<file path="config.mk">
export PLATFORM = sky130hd
export DESIGN_NAME = draw_ray_line
export DESIGN_NICKNAME = d
export VERILOG_FILES = /design/src/rtl/draw_ray_line.sv
export SDC_FILE = /design/constraint.sdc
export NUM_CORES = 1
export LEC_CHECK = 0
export CAP_MARGIN = 20
export CORE_ASPECT_RATIO = 1.75
export CORE_MARGIN = 2
export CORE_UTILIZATION = 30
export CTS_CLUSTER_DIAMETER = 60
export CTS_CLUSTER_SIZE = 40
export DETAILED_ROUTE_END_ITERATION = 7
export PLACE_DENSITY = 0.49
export SLEW_MARGIN = 20
export SYNTH_ARGS = -nofsm -noshare
export SYNTH_HDL_FRONTEND = slang
export SYNTH_SLANG_ARGS = --single-unit
</file>
<file path="constraint.sdc">
create_clock -name clock -period 7.7 [get_ports clock]
set_input_delay 1.925 -clock clock [delete_from_list [all_inputs] [get_ports clock]]
set_output_delay 1.925 -clock clock [all_outputs]
set_load 0.02 [all_outputs]
</file>
<file path="src/rtl/draw_ray_line.sv">
// Minimap ray renderer: Bresenham line from the player's pixel to the hit cell's pixel,
// written one pixel per cycle on the VGA port, answering the main FSM's start/done handshake.
module draw_ray_line (
  input  logic        clock,
  input  logic        reset,
  input  logic        start,
  output logic        done,
  output logic        busy,
  input  logic [13:0] x,
  input  logic [12:0] y,
  input  logic [5:0]  result_x,
  input  logic [4:0]  result_y,
  output logic [7:0]  vga_x,
  output logic [6:0]  vga_y,
  output logic [2:0]  vga_colour,
  output logic        vga_write
);

  localparam logic [2:0] COLOUR = 3'b100;

  typedef enum logic [1:0] {IDLE, SETUP, DRAW, FINISH} state_t;

  state_t             state;
  logic [6:0]         x0, x1, cx;
  logic [5:0]         y0, y1, cy;
  logic [6:0]         dx, dy_mag;
  logic               sx_pos, sy_pos;
  logic signed [9:0]  err;

  logic [6:0]         setup_dx, setup_dy;
  logic signed [10:0] e2, dx_s, dy_s;
  logic               step_x, step_y, at_end;
  logic signed [9:0]  err_next;
  logic [6:0]         cx_next;
  logic [5:0]         cy_next;

  // NOTE: every variable written here gets a default at the top, so no path can infer a latch.
  always_comb begin
    setup_dx = (x1 > x0) ? (x1 - x0) : (x0 - x1);
    setup_dy = {1'b0, ((y1 > y0) ? (y1 - y0) : (y0 - y1))};
    e2       = {err, 1'b0};
    dx_s     = {4'b0000, dx};
    dy_s     = -{4'b0000, dy_mag};
    step_x   = (e2 >= dy_s);
    step_y   = (e2 <= dx_s);
    at_end   = (cx == x1) && (cy == y1);
    err_next = err;
    cx_next  = cx;
    cy_next  = cy;
    // Both decisions use the old err; both corrections land in the same cycle.
    if (step_x) begin
      err_next = err_next - {3'b000, dy_mag};
      cx_next  = sx_pos ? (cx + 7'd1) : (cx - 7'd1);
    end
    if (step_y) begin
      err_next = err_next + {3'b000, dx};
      cy_next  = sy_pos ? (cy + 6'd1) : (cy - 6'd1);
    end
  end

  // NOTE: reset clears every register, datapath included, so an aborted line leaves no stale state.
  always_ff @(posedge clock) begin
    if (reset) begin
      state      <= IDLE;
      done       <= 1'b0;
      busy       <= 1'b0;
      vga_x      <= '0;
      vga_y      <= '0;
      vga_colour <= '0;
      vga_write  <= 1'b0;
      x0         <= '0;
      y0         <= '0;
      x1         <= '0;
      y1         <= '0;
      cx         <= '0;
      cy         <= '0;
      dx         <= '0;
      dy_mag     <= '0;
      sx_pos     <= 1'b0;
      sy_pos     <= 1'b0;
      err        <= '0;
    end else begin
      unique case (state)
        IDLE: begin
          done <= 1'b0;
          if (start) begin
            x0    <= x[13:7];
            y0    <= y[12:7];
            x1    <= {result_x, 1'b0};
            y1    <= {result_y, 1'b0};
            busy  <= 1'b1;
            state <= SETUP;
          end
        end
        SETUP: begin
          dx         <= setup_dx;
          dy_mag     <= setup_dy;
          sx_pos     <= (x0 < x1);
          sy_pos     <= (y0 < y1);
          err        <= $signed({3'b000, setup_dx}) - $signed({3'b000, setup_dy});
          cx         <= x0;
          cy         <= y0;
          vga_write  <= 1'b1;
          vga_x      <= {1'b0, x0};
          vga_y      <= {1'b0, y0};
          vga_colour <= COLOUR;
          state      <= DRAW;
        end
        DRAW: begin
          if (at_end) begin
            vga_write  <= 1'b0;
            vga_x      <= '0;
            vga_y      <= '0;
            vga_colour <= '0;
            done       <= 1'b1;
            state      <= FINISH;
          end else begin
            cx    <= cx_next;
            cy    <= cy_next;
            err   <= err_next;
            vga_x <= {1'b0, cx_next};
            vga_y <= {1'b0, cy_next};
          end
        end
        FINISH: begin
          done  <= 1'b0;
          busy  <= 1'b0;
          state <= IDLE;
        end
        default: state <= IDLE;
      endcase
    end
  end

endmodule
</file>
==> impl_metrics.json, run 1 <==
{
  "fill_cells": 2247,
  "final_net_count": 959,
  "clkLatencyLatePin_ns": 0.35,
  "drv_slew": 0,
  "ctsHtreeMaxLevel": 3,
  "yosys_warnings": 0,
  "required_ns": 7.94,
  "cts_buffers": 9,
  "worstSetupEndpointType": "flop",
  "yosysMostFrequentCell": "nand2_1",
  "arrival_ns": 4.85,
  "tns_ns": 0,
  "hpwl_mm": 15.04,
  "async_reset_ff_share_pct": 0,
  "vias": 5580,
  "die_x_um": 114.0,
  "drt-vias-per-instance": 5.105,
  "cp_max_fo": 19,
  "seq_area_frac_synth_pct": 25.23,
  "fin_crit_sh_pct": 59.86,
  "timing.slew.headroom_pct": 36.88,
  "min_period_ns": 4.609,
  "status": "finished clean",
  "worst_slew_pin_slew_ns": 0.9468,
  "die_h_um": 196.4,
  "ys_ff_latch": 80,
  "synthCells": 809,
  "worst_clock_skew_ns": 0.006698,
  "core_um2": 20850,
  "cts_max_path_buffers": 2,
  "synthesis.area_um2": 6349,
  "drc": 0,
  "cts_root_buffer": "clkbuf_16",
  "synth_common_cells": "nand2_1 (104), dfxtp_1 (80), nor2_1 (75)",
  "grt_start_max_net_pins": 76,
  "synth_top_area_cell": "dfxtp_1",
  "port_buffers": 43,
  "die_area_um2": 22390,
  "cts_sinks": 80,
  "cp-start-kind": "flop",
  "syn2layout_area_growth_pct": 15.37,
  "cts_tree": "done",
  "num_antenna_cells": 0,
  "hp-class": "reg2reg",
  "rsz0062_at_grt": "no",
  "gr-usage-all-layers_pct": 17.86,
  "holdBufCountCts": 0,
  "initial_core_util_pct": 30.46,
  "grt_pass1_wl_mm": 30.68,
  "grt-ovfl-total": 0,
  "synthTopCellsByArea": "dfxtp_1 (25%), ha_1 (14%), nand2_1 (6.1%)",
  "pin_count": 62,
  "fmax_mhz": 217.0,
  "synth-edff-count": 0,
  "cts_setup_buffers": 0,
  "antenna_left": 0,
  "yosysTopAreaCellShare_pct": 25.23,
  "clkTransAtPathRegs_ns": 0.06,
  "synth_cell_types": 66,
  "layout-drive-gt1-share_pct": 4.400,
  "ys.flop_type": "dfxtp_1",
  "finalHoldViolCount": 0,
  "setup_violations": 0,
  "rows": 70,
  "gp_congestion": 0.8485,
  "wl_mm": 19.17,
  "wire_per_inst_um": 17.54,
  "avgSynthCellArea_um2": 7.847,
  "drt_iter0_drc": 210,
  "firstDrtPassIters": 4,
  "antenna_found_initial": 0,
  "cap_violations": 0,
  "criticalPathCategory": "reg2reg",
  "grt_pass1_vias": 5702,
  "cts.repair.resized": 0
}
## stage by stage
stage | hold slack, ns | worst slack, ns | area [um^2] | cells | utilization (%)
finish | 0.4738 | 3.091 | 7325 | 1093 | 35.14
detailed placement | 0.4673 | 3.118 | 6998 | 1076 | 33.57
global route | 0.5071 | 2.754 | 7325 | 1093 | 35.14
global placement | 0.4644 | 3.150 | 6998 | 1076 | 33.57
floorplan | 0.4536 | 3.922 | 6360 | 812 | -
CTS | 0.4796 | 3.080 | 7313 | 1092 | 35.08
## logic make-up (layout without fill, tap and decap cells)
| family | Yosys count | count (layout) | synth area share, % |
|---|---|---|---|
| compound gates | 208 | 208 | 21.50 |
| xor+xnor | 45 | 45 | 6.208 |
| fa+ha+maj | 82 | 82 | 17.23 |
| buf+inv | 109 | 138 | 6.937 |
| flops | 80 | 80 | 25.23 |
| mux | 29 | 29 | 4.612 |
| other cells | 1 | 4 | 0.05907 |
| simple gates | 255 | 255 | 18.23 |
## area by class of cell
| class | instances | area, um^2 | share of cell area (%) |
|---|---|---|---|
| clock buffers | 13 | 250.2 | 3.416 |
| repair buffers | 53 | 504.2 | 6.884 |
| multi-input cells | 623 | 4329 | 59.10 |
| inverters | 69 | 259.0 | 3.536 |
| flip-flops and latches | 80 | 1602 | 21.87 |
| clock inverters | 3 | 65.06 | 0.8883 |
| well taps | 252 | 315.3 | 4.305 |
## worst paths after layout
path | start | to | slack, ns | depth (start not counted)
min | vga_x[5] | vga_x[5] | 0.47 | 2
min reg2reg | vga_x[5] | vga_x[5] | 0.47 | 2
max | dy_mag[2] | err[8] | 3.09 | 20
max reg2reg | dy_mag[2] | err[8] | 3.09 | 20
## critical path, cell delays in order, from the launching register on
cell and delay, ns:
dfxtp_1 0.35, nor3_1 0.29, nand3_1 0.18, xnor2_1 0.17, ha_1 0.29, and3_1 0.15
a41o_1 0.19, a22o_1 0.76, nor2_1 0.14, nor2_1 0.15, ha_1 0.18, inv_1 0.06
fa_1 0.41, nor2b_1 0.13, o21ai_0 0.10, nand2b_1 0.13, a31o_2 0.19, a21oi_1 0.06
a211oi_1 0.31, nor2_1 0.09, nand3b_1 0.15
## registers in the layout, indices dropped and copies added, names as in the netlist
name / flops
vga_y: 6
busy: 1
x0: 7
cy: 6
dx: 7
y0: 6
x1: 6
err: 10
sy_pos: 1
done: 1
y1: 5
vga_x: 7
cx: 7
vga_colour: 1
state: 2
sx_pos: 1
dy_mag: 6
## metal layers
layer | GRT usage [%] | vias up | part of all wire [%]
met4 | 10.61 | 0 | 5.5
met5 | 0 | - | 0
met3 | 1.568 | 39 | 1.8
li1 | - | 2864 | -
met1 | 17.70 | 2590 | 37
met2 | 34.96 | 87 | 56
## layout by cell type (no fill, tap or decap), types with 9 or more instances in the layout
master           count
a211oi_1            19
mux2i_1             27
nor3_1               9
xor2_1              11
inv_1               69
o21ai_0             35
nand2_1            104
clkdlybuf4s50_1     42
a21oi_1             74
xnor2_1             34
dfxtp_1             80
o21a_1              10
or3_1                9
fa_1                 9
nor2_1              75
nor2b_1              9
a31oi_1              9
a21o_1              10
buf_4                9
ha_1                73
clkbuf_16            9
Power of run 1 is not shown: default switching activity piles up to over one toggle a cycle in this logic, so the estimate is an artifact.
==> inputs of run 2 (changes only) <==
- PLACE_DENSITY: 0.49 -> 0.51
- clock period: 7.7 -> 3.9 ns (I/O delays scaled with it)
==> impl_metrics.json, run 2 (same netlist as run 1, synthesis figures left out) <==
{
  "status": "finished clean",
  "cts_tree": "done",
  "cts_setup_buffers": 0,
  "clkLatencyLatePin_ns": 0.35,
  "antenna_left": 0,
  "top_register": "err",
  "die_area_um2": 22390,
  "min_delay_path_depth": 2,
  "cp-start-kind": "flop",
  "drt_iter0_drc": 175,
  "antenna_found_initial": 0,
  "drc": 0,
  "gr-usage-all-layers_pct": 18.26,
  "ctsHtreeMaxLevel": 3,
  "worst_clock_skew_ns": 0.006638,
  "drv_slew": 0,
  "r2r_end": "err[8]",
  "die_x_um": 114.0,
  "r2r_slack_ns": 0.22,
  "cap_violations": 0,
  "firstDrtPassIters": 4,
  "min_from": "vga_x[5]",
  "syn2layout_area_growth_pct": 23.14,
  "r2r_cells": 20,
  "setup_violations": 0,
  "largest_register_ffs": 10,
  "cts_max_path_buffers": 2,
  "cts_root_buffer": "clkbuf_16",
  "grt_pass1_vias": 5822,
  "endpoint": "err[8]",
  "wire_per_inst_um": 17.20,
  "grt_start_max_net_pins": 43,
  "clkTransAtPathRegs_ns": 0.06,
  "arrival_ns": 3.93,
  "vias": 5807,
  "min_period_ns": 3.685,
  "gp_congestion": 0.8517,
  "required_ns": 4.14,
  "finalHoldViolCount": 0,
  "timing.slew.headroom_pct": 42.53,
  "port_buffers": 43,
  "die_h_um": 196.4,
  "holdBufCountCts": 0,
  "pin_count": 62,
  "grt_pass1_wl_mm": 31.36,
  "layout-drive-gt1-share_pct": 12.25,
  "slowest_stage": "fa_2",
  "cpPeakStageDelay_ns": 0.34,
  "crit_top_cell": "nor2_1",
  "criticalPathCategory": "reg2reg",
  "rsz0062_at_grt": "yes",
  "final_cell_mix": "nand2_1 (104), dfxtp_1 (80), nor2_1 (73)",
  "rows": 70,
  "cp_cell_sequence": "nor3_2 > nand3_2 > xnor2_1 > ha_1 > and3_1 > a41o_1 > a22o_1 > and2_1 > nor2_1 > ha_2 > inv_1 > fa_2 > nor2b_1 > o21ai_0 > nand2b_1 > a31o_2 > a21oi_1 > a211oi_2 > nor2_1 > nand3b_1",
  "core_um2": 20850,
  "drt-vias-per-instance": 5.085,
  "cts_buffers": 9,
  "post_dp_cell_area_um2": 7373,
  "cp-startpoint": "dy_mag[4]",
  "cp_max_fo": 3,
  "hp-class": "reg2reg",
  "num_antenna_cells": 0,
  "fmax_mhz": 271.4,
  "fin_area_um2": 7818,
  "worstSetupEndpointType": "flop",
  "grt-ovfl-total": 0,
  "r2r_start": "dy_mag[4]",
  "cts_sinks": 80,
  "hpwl_mm": 16.08,
  "final_net_count": 1008,
  "initial_core_util_pct": 30.46,
  "wl_mm": 19.64,
  "final_common_cell": "nand2_1",
  "worst_slew_pin_slew_ns": 0.8599,
  "fin_crit_sh_pct": 94.48,
  "timing.hold.ws_ns": 0.4767,
  "tns_ns": 0
}
[run 2: cell count changes in the layout (fill, tap and decap cells not counted), sizes merged]
cell / previous run / this run
buf: 11 / 60
bufinv: 2 / 3
clkbuf: 13 / 9
clkinv: 1 / 4
[run 2: worst max-delay path, delay by kind of cell, from the launching register on]
kind / cells / cell delay (ns)
AND/OR/NAND/NOR: 9 / 1.23
AO/OA/AOI/OAI: 6 / 1.01
adder cells (fa/ha/maj): 3 / 0.81
flip-flops: 1 / 0.32
XOR/XNOR: 1 / 0.15
buffers and inverters: 1 / 0.05
[run 2: cell type report]
class | instances | area (um^2)
repair buffers | 102 | 872.1
fillers | 2226 | 13030
multi-input cells | 623 | 4434
clock buffers | 9 | 225.2
flip-flops and latches | 80 | 1602
clock inverters | 7 | 110.1
inverters | 69 | 259.0
well taps | 252 | 315.3
[run 2: worst min path at each step]
stage               slack (ns)            end
global route              0.52  vga_colour[2]
finish                    0.48       vga_x[5]
detailed placement        0.47       vga_x[5]
CTS                       0.48       vga_x[5]
floorplan                 0.45          y0[5]
global placement          0.46           done
[run 2: what timing repair did]
action	in CTS	in global routing
pin swaps	0	6
setup endpoints to repair	1	5
endpoints found under the hold margin	0	0
gates resized for setup	1	25
[run 2: metrics by stage]
step / cells / utilization, % / setup WS [ns]
final: 1142 / 37.50 / 0.2153
after global routing: 1142 / 37.50 / -0.01689
after CTS: 1142 / 37.00 / 0.01062
after detailed placement: 1126 / 35.37 / -0.03503
after global placement: 1126 / 35.37 / -0.002897
after floorplan: 812 / - / 0.1216
[run 2: metal layers]
metal | global-route usage (%) | up-vias | share of wire (%)
met5 | 0 | - | 0
met4 | 11.83 | 0 | 7.0
met3 | 1.814 | 44 | 1.9
met2 | 35.80 | 103 | 55
met1 | 17.51 | 2705 | 36
li1 | - | 2955 | -
Power of run 2 is left out for the same reason.
==> inputs of run 3 (changes only) <==
- REMOVE_ABC_BUFFERS: unset -> 1
- SLEW_MARGIN: 20 -> 10
==> impl_metrics.json, run 3 (same netlist as run 1, synthesis figures left out) <==
{
  "top_register": "err",
  "timing.hold.ws_ns": 0.4862,
  "worstSetupEndpointType": "flop",
  "cpPeakStageDelay_ns": 0.34,
  "num_antenna_cells": 0,
  "r2r_end": "err[9]",
  "wl_mm": 19.57,
  "worst_clock_skew_ns": 0.008631,
  "port_buffers": 43,
  "tns_ns": 0,
  "final_cell_mix": "nand2_1 (104), dfxtp_1 (76), buf_4 (75)",
  "hold_end": "vga_x[5]",
  "finalHoldViolCount": 0,
  "largest_register_ffs": 10,
  "r2r_start": "dy_mag[1]",
  "initial_core_util_pct": 30.46,
  "criticalPathCategory": "reg2reg",
  "cp_max_fo": 4,
  "clkLatencyLatePin_ns": 0.35,
  "grt_pass1_wl_mm": 30.90,
  "r2r_slack_ns": 0.19,
  "fill_cells": 2289,
  "hp-class": "reg2reg",
  "cp_cell_sequence": "inv_1 > ha_2 > xor2_1 > ha_1 > a21oi_1 > nand2_1 > a41o_1 > a22o_1 > buf_4 > mux2_2 > ha_1 > a21oi_2 > nand3b_1 > a31oi_1 > o21a_1 > o221ai_1 > mux2i_1 > nand2_1",
  "wire_per_inst_um": 16.88,
  "gr-usage-all-layers_pct": 17.96,
  "gp_congestion": 0.8661,
  "final_net_count": 1025,
  "worst_slew_pin_slew_ns": 0.9577,
  "grt-ovfl-total": 0,
  "drt_iter0_drc": 179,
  "path_buf_inv": 2,
  "cts_tree": "done",
  "status": "finished clean",
  "grt_pass1_vias": 5903,
  "post-route-util_pct": 37.79,
  "fin_crit_sh_pct": 95.14,
  "pin_count": 62,
  "grt_start_max_net_pins": 42,
  "required_ns": 4.13,
  "firstDrtPassIters": 4,
  "final_common_cell": "nand2_1",
  "core_um2": 20850,
  "hpwl_mm": 15.43,
  "antenna_left": 0,
  "cts_sinks": 80,
  "drv_slew": 0,
  "r2r_cells": 18,
  "final_cells": 1159,
  "min_from": "vga_x[5]",
  "antenna_found_initial": 0,
  "die_area_um2": 22390,
  "slowest_stage": "ha_1",
  "rows": 70,
  "dp.cells": 1138,
  "ctsHtreeMaxLevel": 3,
  "drc": 0,
  "cts_root_buffer": "clkbuf_16",
  "cts_max_path_buffers": 2,
  "die_h_um": 196.4,
  "arrival_ns": 3.94,
  "timing.slew.headroom_pct": 36.00,
  "vias": 5861,
  "fmax_mhz": 269.5,
  "syn2layout_area_growth_pct": 24.06,
  "setup_violations": 0,
  "cts_buffers": 9,
  "cp-start-kind": "flop",
  "layout-drive-gt1-share_pct": 14.22,
  "clkTransAtPathRegs_ns": 0.06,
  "min_period_ns": 3.711,
  "drt-vias-per-instance": 5.057,
  "critPathTopFamily": "compound AO/OA/AOI/OAI gates",
  "min_delay_path_depth": 2,
  "cap_violations": 0,
  "die_x_um": 114.0
}
run 3: cell count changes in the layout (fill, tap and decap cells not counted), moves of 2 or more:
cell	delta
buf_4	+17
dfxtp_1	-4
dfxtp_2	+4
bufinv_16	-3
clkinvlp_4	+2
ha_4	-2
o21ai_0	-2
o21ai_1	+2
run 3: worst max path at each step:
| stage | startpoint | to | slack (ns) | depth (start not counted) |
|---|---|---|---|---|
| global placement | dy_mag[2] | err[8] | -0.15 | 21 |
| finish | dy_mag[1] | err[9] | 0.19 | 18 |
| floorplan | state[0] | err[9] | -0.16 | 9 |
| CTS | dy_mag[2] | err[8] | -0.02 | 20 |
| global route | y0[1] | err[6] | -0.02 | 19 |
| detailed placement | dy_mag[2] | err[8] | -0.19 | 21 |
run 3: per-stage QoR:
step	setup WS (ns)	instance area, um^2
after detailed placement	-0.1854	7463
after floorplan	-0.1560	6178
after global routing	-0.02346	7876
after CTS	-0.02331	7750
after global placement	-0.1465	7463
final	0.1894	7876
run 3: per-layer routing:
layer  wire, um  vias up  GRT usage, %
met5          0        -             0
met4        722        0         7.904
met3        362       31         1.937
met2      11190       82         35.65
met1       7297     2761         18.33
li1           -     2987             -
run 3: timing repair:
action	CTS	global route
hold endpoints to repair	0	0
resized for setup	4	27
pin swaps	0	19
setup buffers	0	5
endpoints found under the setup margin	4	5
hold buffers	0	0
run 3: cell type report:
cell class              count  area (um^2)  area share (%)
repair buffers            119        999.7           12.69
clock buffers              10        239.0           3.034
well taps                 252        315.3           4.003
multi-input cells         623         4422           56.14
inverters                  69        259.0           3.288
clock inverters             6        35.03          0.4448
flip-flops and latches     80         1607           20.40
run 3: worst reg2reg max path, cell delays in order, from the launching register on:
cell and delay (ns):
dfxtp_1 0.33, inv_1 0.06, ha_2 0.20, xor2_1 0.15, ha_1 0.29, a21oi_1 0.16, nand2_1 0.09, a41o_1 0.25
a22o_1 0.20, buf_4 0.15, mux2_2 0.29, ha_1 0.34, a21oi_2 0.09, nand3b_1 0.20, a31oi_1 0.18, o21a_1 0.18
o221ai_1 0.18, mux2i_1 0.18, nand2_1 0.10
Power of run 3 is left out for the same reason.
